## src/rtl/edge_pattern_pkg.sv

```systemverilog
// rtl/edge_pattern_pkg.sv - shared types and default widths for the edge pattern generator
// Purpose: FSM state encoding and default counter widths used by the generator
//          and its interval counter.
package edge_pattern_pkg;

  typedef enum logic {
    IDLE = 1'b0,
    RUN  = 1'b1
  } state_t;

  localparam int CNT_W_DEF  = 16;
  localparam int EDGE_W_DEF = 8;

endpackage

```

## src/rtl/interval_counter.sv

```systemverilog
// rtl/interval_counter.sv - loadable down-counter with zero flag
// Purpose: counts cycles between toggles; saturates at zero instead of wrapping.
// Ports:
//   clk        in   system clock
//   rst        in   asynchronous active-high reset (value -> 0)
//   load       in   load load_value this cycle (wins over dec)
//   load_value in   W  value to load
//   dec        in   decrement by one when nonzero
//   value      out  W  current count
//   zero       out  count equals zero
module interval_counter
  import edge_pattern_pkg::*;
#(
  parameter int W = CNT_W_DEF
) (
  input  logic         clk,
  input  logic         rst,
  input  logic         load,
  input  logic [W-1:0] load_value,
  input  logic         dec,
  output logic [W-1:0] value,
  output logic         zero
);

  logic [W-1:0] cnt_q;
  logic [W-1:0] cnt_d;

  always_comb begin
    cnt_d = cnt_q;
    if (load) begin
      cnt_d = load_value;
    end else if (dec && (cnt_q != '0)) begin
      cnt_d = cnt_q - W'(1);
    end
  end

  always_ff @(posedge clk or posedge rst) begin
    if (rst) begin
      cnt_q <= '0;
    end else begin
      cnt_q <= cnt_d;
    end
  end

  assign value = cnt_q;
  assign zero  = (cnt_q == '0);

endmodule

```

## src/rtl/edge_pattern_generator.sv

```systemverilog
// rtl/edge_pattern_generator.sv - square-wave generator producing N toggles at H-cycle spacing
// Purpose: accepts {half_period, num_edges} on start while idle, then toggles
//          out N times, one toggle every max(H,1) cycles, flagging each with edge_tick.
// Ports:
//   clk, rst     in   clock, asynchronous active-high reset
//   start        in   command request, sampled only while idle
//   half_period  in   CNT_W   cycles between toggles (0 behaves as 1)
//   num_edges    in   EDGE_W  number of toggles (0 completes immediately)
//   abort        in   stop the current run without done
//   out          out  generated level (registered)
//   edge_tick    out  one-cycle pulse coincident with each change of out
//   busy         out  high while a run is active
//   done         out  one-cycle pulse on normal completion
module edge_pattern_generator
  import edge_pattern_pkg::*;
#(
  parameter int   CNT_W      = CNT_W_DEF,
  parameter int   EDGE_W     = EDGE_W_DEF,
  parameter logic IDLE_LEVEL = 1'b0
) (
  input  logic              clk,
  input  logic              rst,
  input  logic              start,
  input  logic [CNT_W-1:0]  half_period,
  input  logic [EDGE_W-1:0] num_edges,
  input  logic              abort,
  output logic              out,
  output logic              edge_tick,
  output logic              busy,
  output logic              done
);

  state_t             state_q, state_d;
  logic               out_q, out_d;
  logic               tick_q, tick_d;
  logic               done_q, done_d;
  logic [EDGE_W-1:0]  left_q, left_d;
  logic [CNT_W-1:0]   heff_q, heff_d;

  logic               cnt_load;
  logic [CNT_W-1:0]   cnt_load_value;
  logic               cnt_dec;
  logic [CNT_W-1:0]   cnt_value;
  logic               cnt_zero;

  interval_counter #(.W(CNT_W)) u_interval (
    .clk        (clk),
    .rst        (rst),
    .load       (cnt_load),
    .load_value (cnt_load_value),
    .dec        (cnt_dec),
    .value      (cnt_value),
    .zero       (cnt_zero)
  );

  always_comb begin
    state_d        = state_q;
    out_d          = out_q;
    tick_d         = 1'b0;
    done_d         = 1'b0;
    left_d         = left_q;
    heff_d         = heff_q;
    cnt_load       = 1'b0;
    cnt_load_value = heff_q - CNT_W'(1);
    cnt_dec        = 1'b0;

    unique case (state_q)
      IDLE: begin
        // abort is meaningless here, so start+abort still launches a run
        if (start) begin
          if (num_edges == '0) begin
            done_d = 1'b1;
          end else begin
            heff_d         = (half_period == '0) ? CNT_W'(1) : half_period;
            cnt_load       = 1'b1;
            cnt_load_value = heff_d - CNT_W'(1);
            left_d         = num_edges;
            state_d        = RUN;
          end
        end
      end
      RUN: begin
        if (abort) begin
          // abort beats a toggle due on the same edge
          state_d = IDLE;
        end else if (cnt_zero) begin
          out_d    = ~out_q;
          tick_d   = 1'b1;
          cnt_load = 1'b1;
          if (left_q == EDGE_W'(1)) begin
            // last toggle: done shares the edge; left stays at 1
            state_d = IDLE;
            done_d  = 1'b1;
          end else begin
            left_d = left_q - EDGE_W'(1);
          end
        end else begin
          cnt_dec = 1'b1;
        end
      end
      default: state_d = IDLE;
    endcase
  end

  always_ff @(posedge clk or posedge rst) begin
    if (rst) begin
      state_q <= IDLE;
      out_q   <= IDLE_LEVEL;
      tick_q  <= 1'b0;
      done_q  <= 1'b0;
      left_q  <= '0;
      heff_q  <= '0;
    end else begin
      state_q <= state_d;
      out_q   <= out_d;
      tick_q  <= tick_d;
      done_q  <= done_d;
      left_q  <= left_d;
      heff_q  <= heff_d;
    end
  end

  assign out       = out_q;
  assign edge_tick = tick_q;
  assign busy      = (state_q == RUN);
  assign done      = done_q;

endmodule

```

## config.mk

```make
export PLATFORM = sky130hd
export DESIGN_NAME = edge_pattern_generator
export DESIGN_NICKNAME = d
export VERILOG_FILES = /design/src/rtl/edge_pattern_pkg.sv /design/src/rtl/interval_counter.sv /design/src/rtl/edge_pattern_generator.sv
export SDC_FILE = /design/constraint.sdc
export NUM_CORES = 1
export LEC_CHECK = 0
export CAP_MARGIN = 20
export CORE_UTILIZATION = 30
export CTS_CLUSTER_DIAMETER = 150
export DETAILED_ROUTE_END_ITERATION = 12
export PLACE_DENSITY = 0.54
export SETUP_SLACK_MARGIN = 0.5
export SLEW_MARGIN = 20
export SYNTH_ARGS = -nofsm -noshare
export SYNTH_HDL_FRONTEND = slang
export SYNTH_SLANG_ARGS = --single-unit
```

## constraint.sdc

```tcl
create_clock -name clk -period 2.8 [get_ports clk]
set_clock_uncertainty 0.1 [all_clocks]
set_input_delay 0.42 -clock clk [delete_from_list [all_inputs] [get_ports clk]]
set_output_delay 0.42 -clock clk [all_outputs]
set_load 0.05 [all_outputs]
```

; Yosys cells after proc, flatten, opt, wreduce, memory -nomap -nowiden
; Cells that the tools add are included.
[totals]
register_bits = 44
in_bits = 28
out_inout_bits = 4
wordCells = 61
[op_classes]
n_addsub = 4
eq_ne = 6
muxes = 31
bitwise_logic = 4
n_reduce_logical = 9
[op_table]
columns = operator, n
row1 = $mux 16, 6
row2 = $sub 16x1->16 const B, 3
row3 = $mux 8, 5
row4 = $logic_not 16->1, 2
row5 = $mux 1, 16
row6 = $pmux 8 s2, 1
row7 = $reduce_bool 16->1, 1
row8 = $eq 8x1->1 const B, 1
row9 = $logic_not 8->1, 1
row10 = $ne 2x2->1 const B, 4
row11 = $sub 8x1->8 const B, 1
row12 = $pmux 1 s2, 3
row13 = $reduce_and 3->1, 2
row14 = $reduce_and 5->1, 1
row15 = $not 1->1, 4
row16 = $ne 2x1->1 const B, 1
row17 = $reduce_bool 2->1, 1
row18 = $logic_and 1x1->1, 1

; Logic depth before layout (Yosys ltp)
[depth]
depth_word = 7
mapped_depth = 9
mapped_depth_nobuf = 9

; Modules after synthesis
; A second synthesis with hierarchy kept.
[hier_totals]
cells_unflattened = 381
area_unflattened_um2 = 3163.0
[by_module_without_submodules]
columns = mod, n_inst, cells_per_inst, area_per_inst_um2, seq_area_each_um2
row1 = edge_pattern_generator, 1, 258, 2105.8, 700.7
row2 = interval_counter, 1, 123, 1057.3, 400.4

; Worst setup path after synthesis
; Ideal clock, no wire load.
[synth_path]
path_kind = input -> register
startpoint = input port half_period[9]
endpoint = register u_interval.cnt_q[10] (netlist: u_interval.value[10])
setup_time_ps = 87
t_arrival_ps = 2135
required_ps = 2613
setup_slack_ps = 479
path_stages = 9
n_path_buf = 0
cell_sequence = nor3_1 -> a41oi_1 -> ha_1 -> nor3b_1 -> nand2_1 -> nor3_1 -> nor3b_1 -> xnor2_1 -> a211oi_2
[synth_between]
elab_chain_len = 7
[synth_rtl]
columns = element, line_no
row1 = start: declaration, edge_pattern_generator.sv:24  ; input logic [CNT_W-1:0] half_period,
row2 = $logic_not 16->1, edge_pattern_generator.sv:74  ; heff_d = (half_period == '0) ? CNT_W'(1) : half_period;
row3 = $mux 16 *, edge_pattern_generator.sv:74
row4 = $sub 16x1->16 *, edge_pattern_generator.sv:76  ; cnt_load_value = heff_d - CNT_W'(1);
row5 = $mux 16 *, edge_pattern_generator.sv:71  ; if (num_edges == '0) begin
row6 = $mux 16 *, edge_pattern_generator.sv:70  ; if (start) begin
row7 = $mux 16 *, edge_pattern_generator.sv:67  ; unique case (state_q)
row8 = $mux 16 *, interval_counter.sv:30  ; if (load) begin
row9 = end signal: assignment, interval_counter.sv:41  ; cnt_q <= cnt_d;
row10 = end: declaration, interval_counter.sv:25  ; logic [W-1:0] cnt_q;
; Every way passes the cells marked *; elsewhere a longest branch is shown, timed or not.
; A chain may end at the register's enable or synchronous reset.

; Worst setup path after layout
[layout_path]
startpoint = register u_interval.cnt_q[7] (netlist: u_interval.value[7])
endpoint = register u_interval.cnt_q[8] (netlist: u_interval.value[8])
[layout_between]
elab_chain_len = 6
elab_cells_between_ends = 13
classes_between = 1 x add/sub / 8 x mux / 4 x reduce/logical
[layout_rtl]
columns = element
row1 = "parallel branches: the longest is 6 deep, another holds $sub 16x1->16"
; Parallel ways; which one is timed is not known. The select of a mux whose other input is x is not followed.

==> out/qor.txt <==
Crit-path max cell delay -> 0.58 ns
Area Growth Syn to Fin -> 38.4%
Commonest non-fill, non-tap cells in the layout -> 75 x nand2_1, 44 x buf_4, 43 x dfrtp_1, 21 x nor3_1
Clk sinks -> 44
CTS Buffer Depth -> 2
Status -> finished clean
Post-synth EDFFs -> 0
CP startpoint kind -> flop
Crit end category -> flop
Cts hold-fix bufs -> 0
Cell Area, Synth -> 0.00297 mm2
CP Class -> reg -> reg
Synthesized net count -> 395
Vias per cell -> 5.20
Final hold slack -> 0.374 ns
Initial core utilization -> 0.315
Share of layout cells above drive strength 1 -> 0.224
Final setup vio count -> 0
Pre-CTS setup slack -> -0.177 ns
Worst path required time -> 2.88 ns
CP top delay family -> simple AND/OR/NAND/NOR gates
Nets@finish -> 471
Worst hold path type -> in -> reg
Number of max-cap violations -> 0
Routability cong. -> 0.874
Antenna violations before repair -> 0
Htree depth -> 2
Clock Latency Late Sink -> 0.30 ns
Core area -> 0.00942 mm2
DIE AREA -> 0.0103 mm2
Count of final max-slew check failures -> 0
Commonest non-fill, non-tap cell in the layout -> nand2_1
Fillcell total -> 949
Routed wire length -> 8620 um
Crit path buf inv count -> 1
Avg WL per Cell -> 15.2 um
Global Route met2 Usage -> 0.307
CTS buffer count -> 5
Post-synth cell types -> 58
Slowest stage cell, crit path -> or4_4
Root buf cell -> clkbuf_8
Fin. Hold Viols -> 0
Least-Margin Pin Slew -> 0.602 ns
Vias post-DR -> 2947
DP Wirelength -> 6280 um
# DRC -> 0
Slew HR -> 0.598
Post-route ant nets -> 0
Static leakage -> 0.00170 uW
Diode count -> 0
Pwr dens -> 550 mW/mm2
Worst EP arrival -> 2.29 ns
Grt met1 use -> 0.235
Row Count -> 35
Maximum VDD drop -> 0.229 mV
Chip Width -> 101 um
Instance area at placement -> 0.00368 mm2
Synth Area per Inst -> 8.22 um2
Max Fanout on Critical Path -> 5
RSZ-0062 raised after global routing -> true
Ys flop type -> dfrtp_1
Drt initial violations -> 142
Gr ovfl total -> 0
Ys async rst share -> 1.00
Max Fclk -> 0.451 GHz
Sequential fraction of the synthesis area -> 0.371
Synth warnings -> 0
Largest net degree at the start of global routing -> 28
Gr busiest metal -> met2
Drt pass-1 iters -> 4
Final instance area -> 0.00411 mm2
First-pass GRT wire length -> 14300 um
Mapped Cells -> 361
CTS clk-pin slew, worst paths -> 0.09 ns
# IOs -> 32
CTS tree -> yes
GRT Total Usage -> 0.180
Yosys reg bits -> 44
Port buffer count -> 31
Minimum clock period -> 2.21 ns
Vias in the first global route -> 2872
Final worst setup slack -> 0.585 ns
Met3 Use GR -> 0.0255
Final Core Density -> 0.436
Die Height -> 101 um
Fin crit share -> 0.791
Critical path, cell by cell -> or4_4 -> nor3_4 -> nand4_4 -> buf_6 -> and3_1 -> o21ai_0 -> o211ai_1
## per-layer routing
layer,vias up,part of all wire
met1,1411,0.47
li1,1455,-
met2,70,0.47
met3,11,0.040
met4,0,0.015
met5,-,0
## sequential cells by signal (all words and copies together), names as in the netlist
| register | count |
|---|---|
| busy | 1 |
| done | 1 |
| edge_tick | 1 |
| heff_q | 16 |
| left_q | 8 |
| out | 1 |
| u_interval.value | 16 |
## worst paths after layout
path / endpoint / slack, ns / start / depth (start not counted)
setup / recovery: u_interval.value[8] / 0.59 / u_interval.value[7] / 7
hold / removal: heff_q[4] / 0.37 / half_period[4] / 4
setup reg to reg: u_interval.value[8] / 0.59 / u_interval.value[7] / 7
hold reg to reg: out / 0.38 / out / 1
max in group asynchronous: u_interval.value[6] / 1.67 / rst / 3
min in group asynchronous: left_q[3] / 0.41 / rst / 2
## synth_stat cells, types with 3 or more instances
master,count,area share
o21ai_0,19,0.032
nor3_1,22,0.037
or3_1,4,0.0084
nor4_1,9,0.019
or4_1,4,0.010
o311a_1,3,0.010
nor2_1,22,0.028
inv_1,9,0.011
o211ai_1,12,0.030
xnor2_1,17,0.050
xor2_1,9,0.027
o22ai_1,5,0.011
nor3b_1,3,0.0076
nand2_1,77,0.097
and3_1,4,0.0084
nand2b_1,3,0.0063
nand3_1,10,0.017
nand3b_1,3,0.0076
clkbuf_1,8,0.010
ha_1,6,0.025
a21oi_1,20,0.034
dfrtp_1,44,0.37
nor2b_1,4,0.0084
## worst register-to-register path, delay by kind of cell, from the launching register on
family / cells / cell delay, ns
AOI/OAI and AO/OA: 2 / 0.26
DFF: 1 / 0.41
buffers and inverters: 1 / 0.18
and+or+nand+nor: 4 / 1.15
## power by group
| group | switching, uW | internal [uW] | total, uW |
|---|---|---|---|
| Combinational | 411 | 343 | 754 |
| Clock | 233 | 292 | 525 |
| Sequential | 194 | 787 | 980 |
## through the flow
stage | TNS (ns) | cells | power, uW
floorplan | 0 | 361 | 1420
global placement | -0.0703 | 542 | 1680
detailed placement | -0.263 | 542 | 1690
CTS | 0 | 566 | 2250
global route | 0 | 567 | 2420
finish | 0 | 567 | 2260
## final cells by class
type                            instances  area, um2  share of cell area
Multi-Input combinational cell        293       1940               0.472
Sequential cell                        44       1100               0.268
Timing Repair Buffer                   83        733               0.178
Tap cell                              129        161              0.0393
Clock buffer                            6       82.6              0.0201
Inverter                               10       50.0              0.0122
Clock inverter                          2       38.8             0.00944
## kinds of logic after synthesis
| kind of cell | count (synthesis) | share of synthesized area |
|---|---|---|
| fa+ha+maj | 6 | 0.0253 |
| mux | 1 | 0.00337 |
| xor+xnor | 26 | 0.0767 |
| flops | 44 | 0.371 |
| compound gates | 78 | 0.173 |
| buf+inv | 24 | 0.0354 |
| simple gates | 182 | 0.315 |
## what timing repair did
action / 4_1_cts / 5_1_grt
buffers inserted: 16 / 1
resized for setup: 43 / 23
endpoints found under the hold margin: 0 / 0
pin swaps: 13 / 11
setup endpoints to repair: 10 / 18
No activity file was read; power rests on OpenSTA's default activity.
